File: config.mk
export PLATFORM = sky130hd
export DESIGN_NAME = top_level
export DESIGN_NICKNAME = d
export VERILOG_FILES = /design/src/rtl/top_level.sv
export SDC_FILE = /design/constraint.sdc
export NUM_CORES = 1
export LEC_CHECK = 0
export CORE_UTILIZATION = 30
export CTS_CLUSTER_DIAMETER = 60
export DETAILED_ROUTE_END_ITERATION = 8
export HOLD_SLACK_MARGIN = 0.12
export SETUP_SLACK_MARGIN = 0.1
export SKIP_LAST_GASP = 1
export SLEW_MARGIN = 0
export SYNTH_ARGS = -nofsm -noshare
export SYNTH_HDL_FRONTEND = slang
export SYNTH_SLANG_ARGS = --single-unit
File: constraint.sdc
create_clock -name clk -period 3.8 [get_ports clk]
set_clock_uncertainty 0.05 [all_clocks]
set_input_delay 0.57 -clock clk [delete_from_list [all_inputs] [get_ports clk]]
set_output_delay 0.57 -clock clk [all_outputs]
set_load 0.005 [all_outputs]
File: src/rtl/top_level.sv
// Sequential 8-bit ALU: add/sub, radix-2 Booth multiply, unsigned restoring divide.
// Latency from start edge: add/sub 3 cycles, mul 11, div 12 (div by zero 3), then two output bytes.
// No backpressure: start is only accepted in IDLE and ignored while an operation is in flight.
module top_level (
    input  logic       clk,
    input  logic       rst,
    input  logic [7:0] inbus,
    input  logic [1:0] op,
    input  logic       start,
    output logic [7:0] outbus,
    output logic       finish,
    output logic [3:0] state,
    output logic [7:0] A,
    output logic [7:0] Q,
    output logic [7:0] M
);

    typedef enum logic [3:0] {
        S_IDLE   = 4'd0,
        S_LOAD1  = 4'd1,
        S_LOAD2  = 4'd2,
        S_LOAD3  = 4'd3,
        S_ADDSUB = 4'd4,
        S_MUL    = 4'd5,
        S_DIV    = 4'd6,
        S_OUT_HI = 4'd7,
        S_OUT_LO = 4'd8
    } state_t;

    localparam logic [1:0] OP_SUB = 2'b01;
    localparam logic [1:0] OP_MUL = 2'b10;
    localparam logic [1:0] OP_DIV = 2'b11;

    state_t      state_q, state_d;
    logic [8:0]  a_q, a_d;      // 9 bits so Booth partial products never overflow
    logic [7:0]  q_q, q_d;
    logic [7:0]  m_q, m_d;
    logic        qm1_q, qm1_d;  // Booth Q-1 bit
    logic [3:0]  cnt_q, cnt_d;
    logic [1:0]  op_q, op_d;

    logic [8:0]  m_sx;
    logic [8:0]  r9;
    logic [8:0]  booth_sum;
    logic [8:0]  div_sh;
    logic [8:0]  div_tr;
    logic        div_ok;

    // Datapath arithmetic shared by the execute states
    always_comb begin
        m_sx = {m_q[7], m_q};
        if (op_q == OP_SUB) r9 = m_sx - {q_q[7], q_q};
        else                r9 = m_sx + {q_q[7], q_q};
        case ({q_q[0], qm1_q})
            2'b01:   booth_sum = a_q + m_sx;
            2'b10:   booth_sum = a_q - m_sx;
            default: booth_sum = a_q;
        endcase
        // Restoring step: shift {A,Q} left by one, then trial-subtract the divisor
        div_sh = {a_q[7:0], q_q[7]};
        div_tr = div_sh - {1'b0, m_q};
        div_ok = (div_sh >= {1'b0, m_q});
    end

    // Next-state and register-update logic
    always_comb begin
        state_d = state_q;
        a_d     = a_q;
        q_d     = q_q;
        m_d     = m_q;
        qm1_d   = qm1_q;
        cnt_d   = cnt_q;
        op_d    = op_q;
        case (state_q)
            S_IDLE: begin
                if (start) begin
                    op_d    = op;
                    state_d = S_LOAD1;
                end
            end
            S_LOAD1: begin
                if (op_q == OP_DIV) a_d = {1'b0, inbus};
                else                m_d = inbus;
                state_d = S_LOAD2;
            end
            S_LOAD2: begin
                q_d = inbus;
                if (op_q == OP_DIV) begin
                    state_d = S_LOAD3;
                end else if (op_q == OP_MUL) begin
                    a_d     = 9'd0;
                    qm1_d   = 1'b0;
                    cnt_d   = 4'd0;
                    state_d = S_MUL;
                end else begin
                    state_d = S_ADDSUB;
                end
            end
            S_LOAD3: begin
                m_d   = inbus;
                cnt_d = 4'd0;
                if (inbus == 8'd0) begin
                    // Divide by zero reports all-ones quotient and remainder
                    a_d     = 9'h0FF;
                    q_d     = 8'hFF;
                    state_d = S_OUT_HI;
                end else begin
                    state_d = S_DIV;
                end
            end
            S_ADDSUB: begin
                a_d     = {9{r9[8]}};
                q_d     = r9[7:0];
                state_d = S_OUT_HI;
            end
            S_MUL: begin
                if (cnt_q == 4'd8) begin
                    state_d = S_OUT_HI;
                end else begin
                    a_d   = {booth_sum[8], booth_sum[8:1]};
                    q_d   = {booth_sum[0], q_q[7:1]};
                    qm1_d = q_q[0];
                    cnt_d = cnt_q + 4'd1;
                end
            end
            S_DIV: begin
                if (cnt_q == 4'd8) begin
                    state_d = S_OUT_HI;
                end else begin
                    a_d   = div_ok ? div_tr : div_sh;
                    q_d   = {q_q[6:0], div_ok};
                    cnt_d = cnt_q + 4'd1;
                end
            end
            S_OUT_HI: state_d = S_OUT_LO;
            S_OUT_LO: state_d = S_IDLE;
            default:  state_d = S_IDLE;
        endcase
    end

    // State and datapath registers, cleared asynchronously
    always_ff @(posedge clk or negedge rst) begin
        if (!rst) begin
            state_q <= S_IDLE;
            a_q     <= 9'd0;
            q_q     <= 8'd0;
            m_q     <= 8'd0;
            qm1_q   <= 1'b0;
            cnt_q   <= 4'd0;
            op_q    <= 2'd0;
        end else begin
            state_q <= state_d;
            a_q     <= a_d;
            q_q     <= q_d;
            m_q     <= m_d;
            qm1_q   <= qm1_d;
            cnt_q   <= cnt_d;
            op_q    <= op_d;
        end
    end

    // Moore output decode: divide emits quotient first, everything else high byte first
    always_comb begin
        outbus = 8'd0;
        finish = 1'b0;
        case (state_q)
            S_OUT_HI: begin
                finish = 1'b1;
                outbus = (op_q == OP_DIV) ? q_q : a_q[7:0];
            end
            S_OUT_LO: outbus = (op_q == OP_DIV) ? a_q[7:0] : q_q;
            default: ;
        endcase
    end

    assign state = state_q;
    assign A     = a_q[7:0];
    assign Q     = q_q;
    assign M     = m_q;

endmodule

Word level (Yosys, flattened, before mapping):

Cells that the tools add are included.

* flip-flop bits (word level): 36
* bits of input ports: 13
* word-level logic and storage cells: 87

* $add $sub $neg: 6
* magnitude comparators: 1
* equality and inequality tests: 24
* mux-type cells: 34
* reductions and logical operators: 15

Operator list (number)
* 2-to-1 mux 9 bit: 8
* case mux 9 bit (6 select lines): 1
* 2-to-1 mux 8 bit: 6
* case mux 8 bit (5 select lines): 1
* case mux 8 bit (2 select lines): 2
* case mux 4 bit (7 select lines): 1
* 2-to-1 mux 4 bit: 5
* inequality test 2 bit, second input constant: 9
* case mux 9 bit (2 select lines): 1
* == test 4 x 3 -> 1 bit, second input constant: 4
* case mux 4 bit (3 select lines): 1
* AND reduction 4 bit: 3
* adder 8 x 8 -> 9 bit: 1
* adder 9 bit: 1
* greater-or-equal comparator 9 x 8 -> 1 bit: 1
* subtractor 8 x 8 -> 9 bit: 1
* subtractor 9 x 8 -> 9 bit: 1
* subtractor 9 bit: 1
* == test 4 x 2 -> 1 bit, second input constant: 2
* == test 4 bit, second input constant: 2
* zero test 8 bit: 1
* AND reduction 7 bit: 1
* == test 2 bit, second input constant: 3
* 2-to-1 mux 1 bit: 6
* other kinds (13): 17

Longest topological paths before layout:

* word-level depth: 4
* depth in mapped cells: 14
* gate-level depth less buffers: 13

Worst setup path after synthesis:

No wires, ideal clock.

* kind: register -> register
* from: register q_q[0], in the netlist Q[0]
* to: register a_q[8]
* arrival time: 3.207 ns
* data required time: 3.611 ns
* slack: 0.405 ns
* cell stages (with the launch flop): 13
* cell sequence: dfrtp_1 -> ha_1 -> clkbuf_1 -> mux2i_1 -> fa_1 -> a211oi_2 -> nor3b_1 -> or4_1 -> a21oi_2 -> xnor2_1 -> o21bai_2 -> a21boi_1 -> or4_1

* longest elaborated chain between the ends: 4
* elaborated cells between the ends (all ways): 8

RTL lines
* start, declared: line 36 `logic [7:0] q_q, q_d;`
* start signal, assigned: line 154 `q_q <= q_d;`
* parallel branches: the longest is 3 deep, another holds adder 8 x 8 -> 9 bit
* case mux 9 bit (6 select lines) (*): line 74 `case (state_q)`
* end signal, assigned: line 145 `a_q <= 9'd0;`
* end signal, assigned: line 153 `a_q <= a_d;`
* end, declared: line 35 `logic [8:0] a_q, a_d;`

Every way passes the cells marked *. The select of a mux whose other input is x is not followed.
A chain may end at the register's enable or synchronous reset.

Final worst setup path:

* from: register m_q[0], in the netlist M[0]
* to: register a_q[8]

* longest elaborated chain between the ends: 4
* elaborated cells between the ends (all ways): 12

RTL lines
* start, declared: line 37 `logic [7:0] m_q, m_d;`
* start signal, assigned: line 155 `m_q <= m_d;`
* subtractor 9 bit, or another cell as far along: line 56 `2'b10: booth_sum = a_q - m_sx;`
* case mux 9 bit (2 select lines) or 2-to-1 mux 9 bit (tied branches): line 54, 130
* 2-to-1 mux 9 bit, on equally long branches: line 117, 127
* case mux 9 bit (6 select lines) (*): line 74

Mark *: on every way between the ends. The rest lies on a longest branch, timed or not. The select of a mux whose other input is x is not followed.

==> impl_results.md <==
* Largest net degree at the start of global routing at 37
* Slew HR at approximately 29%
* Fill cells at between 1,000 and 1,500
* Chip width at roughly 110 um
* Top cell type by total area after synthesis: dfrtp_1
* Worst min path class: in -> async
* Nets@finish at 564
* Post-synth EDFFs at 0
* Final Cell Area at about 0.0046 mm^2
* DR vias/cell at roughly 5.7
* CTS tree: yes
* R2R cell count at 12
* Max Transition Viols Final at 0
* Tmin final at about 3500 ps
* GR Util All Layers at roughly a fifth
* Grt total ovfl at 0
* Core Box Area at around 0.012 mm^2
* Syn avg cell area at between 7 and 8 um^2
* DRC viols at 0
* Data arrival, critical path at approximately 3600 ps
* Most frequent cells after synthesis: 53 x nor2_1, 37 x nand2_1, 36 x dfrtp_1, 35 x o21ai_0
* Register area share after synthesis at 23.72%
* Worst Path Max Fanout at 5
* Setup TNS at 0 ps
* Drt pass-1 iters at 5
* CTS max path bufs at 2
* Clock latency reported for the late side of the worst-skew pair at roughly 290 ps
* Root buffer cell: clkbuf_16
* Slew at the pin with the worst max-slew slack at around 1100 ps
* Die area at around 0.013 mm^2
* Fin. Hold Viols at 0
* Critical Path Start Type: register
* Netlist cell types at 59
* Worst Path Class, Setup: reg -> reg
* Mapped Cells at 481
* Top-area cell type share of the netlist area at a little under a quarter
* Total number of vias at slightly below 4,000
* Hold_buf cts at 0
* Setup Slack @ Placement at between 200 and 250 ps
* Status: complete, no violations
* Initial antenna violation count at 0
* Starting Density at between 30% and 40%
* Top FF cell, synth: dfrtp_1
* Gpl congestion at approximately 0.96
* Vias in the first global route at roughly 3,600
* Cell Area, Synth at around 0.0038 mm^2
* Synth Net Count at approximately 530
* First-pass GRT wire length at between 20 and 25 mm
* Max Cap Violations at 0
* Count leader, synth: nor2_1
* Clk sink count at 36
* Worst setup EP type: register
* Avg WL per Cell at roughly 19 um
* Final setup margin at 274.8 ps
* Share of cells above drive strength 1 at just over 8%
* # IOs at 50
* H-tree depth at 2
* Die H at 114.5 um
* N_diodes at 0
* Reg clk slew, reported paths at 60 ps
* Final Cycle Share at between 90% and 100%
* CTS buffer count at 5
* Routed wire length at roughly 13 mm
* Routed Antenna Nets at 0
* Yosys warnings at 0
* RSZ-0062 raised after global routing: false
* DP Area at between 0.004 and 0.005 mm^2
* Area delta synth->final at 21.28%
* Asr flop ratio synth at between 90% and 100%
* # setup viols final at 0
* Register bit count reported by yosys at 36
* Final Core Density at between 30% and 40%
* CP required at slightly below 4000 ps
* Detailed Place HPWL at between 9 and 10 mm
* PortBufs at 49
* Number of core rows at 40
* Fmax at between 0.2 and 0.3 GHz
* Area contributors post-synth: dfrtp_1 24%, ha_1 9.6%, xnor2_1 5.3%
* Starting DRT DRC Count at approximately 350
==> placed cells by master, fill, tap and decap left out, drive strengths merged, types with 6 or more instances in the layout <==
master / count
nor2: 53
a22o: 10
ha: 29
nor4: 9
nand2b: 10
buf: 14
o31ai: 9
nor2b: 10
inv: 23
a22oi: 6
xnor2: 23
mux2: 13
a21oi: 30
dfrtp: 36
o22ai: 6
nand2: 37
mux2i: 8
xor2: 6
o21ai: 36
nand3: 10
o21a: 7
nor3: 13
clkdlybuf4s50: 48
==> per-layer routing <==
metal	track usage [%]	up-vias	wire [um]
li1	-	1817	-
met1	27.70	1897	5792
met4	3.983	0	240
met3	5.347	22	1155
met5	0	-	0
met2	32.48	197	5789
==> registers in the layout, indices dropped and copies added, names as in the netlist <==
register and count:
qm1_q 1, Q 8, M 8, state 4, op_q 2, a_q 9
cnt_q 4
==> stage by stage <==
stage	std cells	hold slack, ps
after floorplan	481	224.4
after detailed placement	680	483.5
final	688	356.9
after global placement	680	470.3
after global routing	688	421.0
after CTS	688	388.9
==> worst paths after layout <==
kind | start | end | slack, ps
max | M[0] | a_q[8] | 270
min | rst | Q[5] | 360
max reg2reg | M[0] | a_q[8] | 270
min reg2reg | qm1_q | qm1_q | 500
max in group asynchronous | rst | Q[0] | 2780
min in group clk | qm1_q | qm1_q | 500
==> cells by family after synthesis <==
logic type / Yosys count / synth area share, %
and+or+nand+nor: 164 / 20.59
adders and majority gates: 32 / 11.13
AOI/OAI and AO/OA: 145 / 25.56
xor gates and xnor gates: 29 / 6.686
DFF: 36 / 23.72
muxes: 21 / 5.962
buffers and inverters: 54 / 6.357
==> cell type report <==
type | instances | area (um^2) | area share (%)
clock inverter | 3 | 42.54 | 0.9234
multi-input combinational | 391 | 2659 | 57.71
tap | 168 | 210.2 | 4.563
inverter | 23 | 86.33 | 1.874
timing repair buffer | 62 | 583.1 | 12.66
sequential | 36 | 900.9 | 19.55
clock buffer | 5 | 125.1 | 2.716
==> worst max-delay path: stages (launching register included) <==
cell and delay, ps:
dfrtp_1 420, inv_1 140, ha_1 310, mux2i_1 110, fa_1 470, a211oi_2 270
nor3b_1 110, or4_1 450, a21oi_2 180, xnor2_1 150, o21bai_2 130, a21boi_1 70
or4_1 510
==> timing repair <==
item,4_1_cts,5_1_grt
buffers inserted,0,0
endpoints found under the hold margin,0,0
endpoints found under the setup margin,0,1
gates resized for setup,0,1
Power is not shown: default switching activity piles up to over one toggle a cycle in this logic, so the estimate is an artifact.
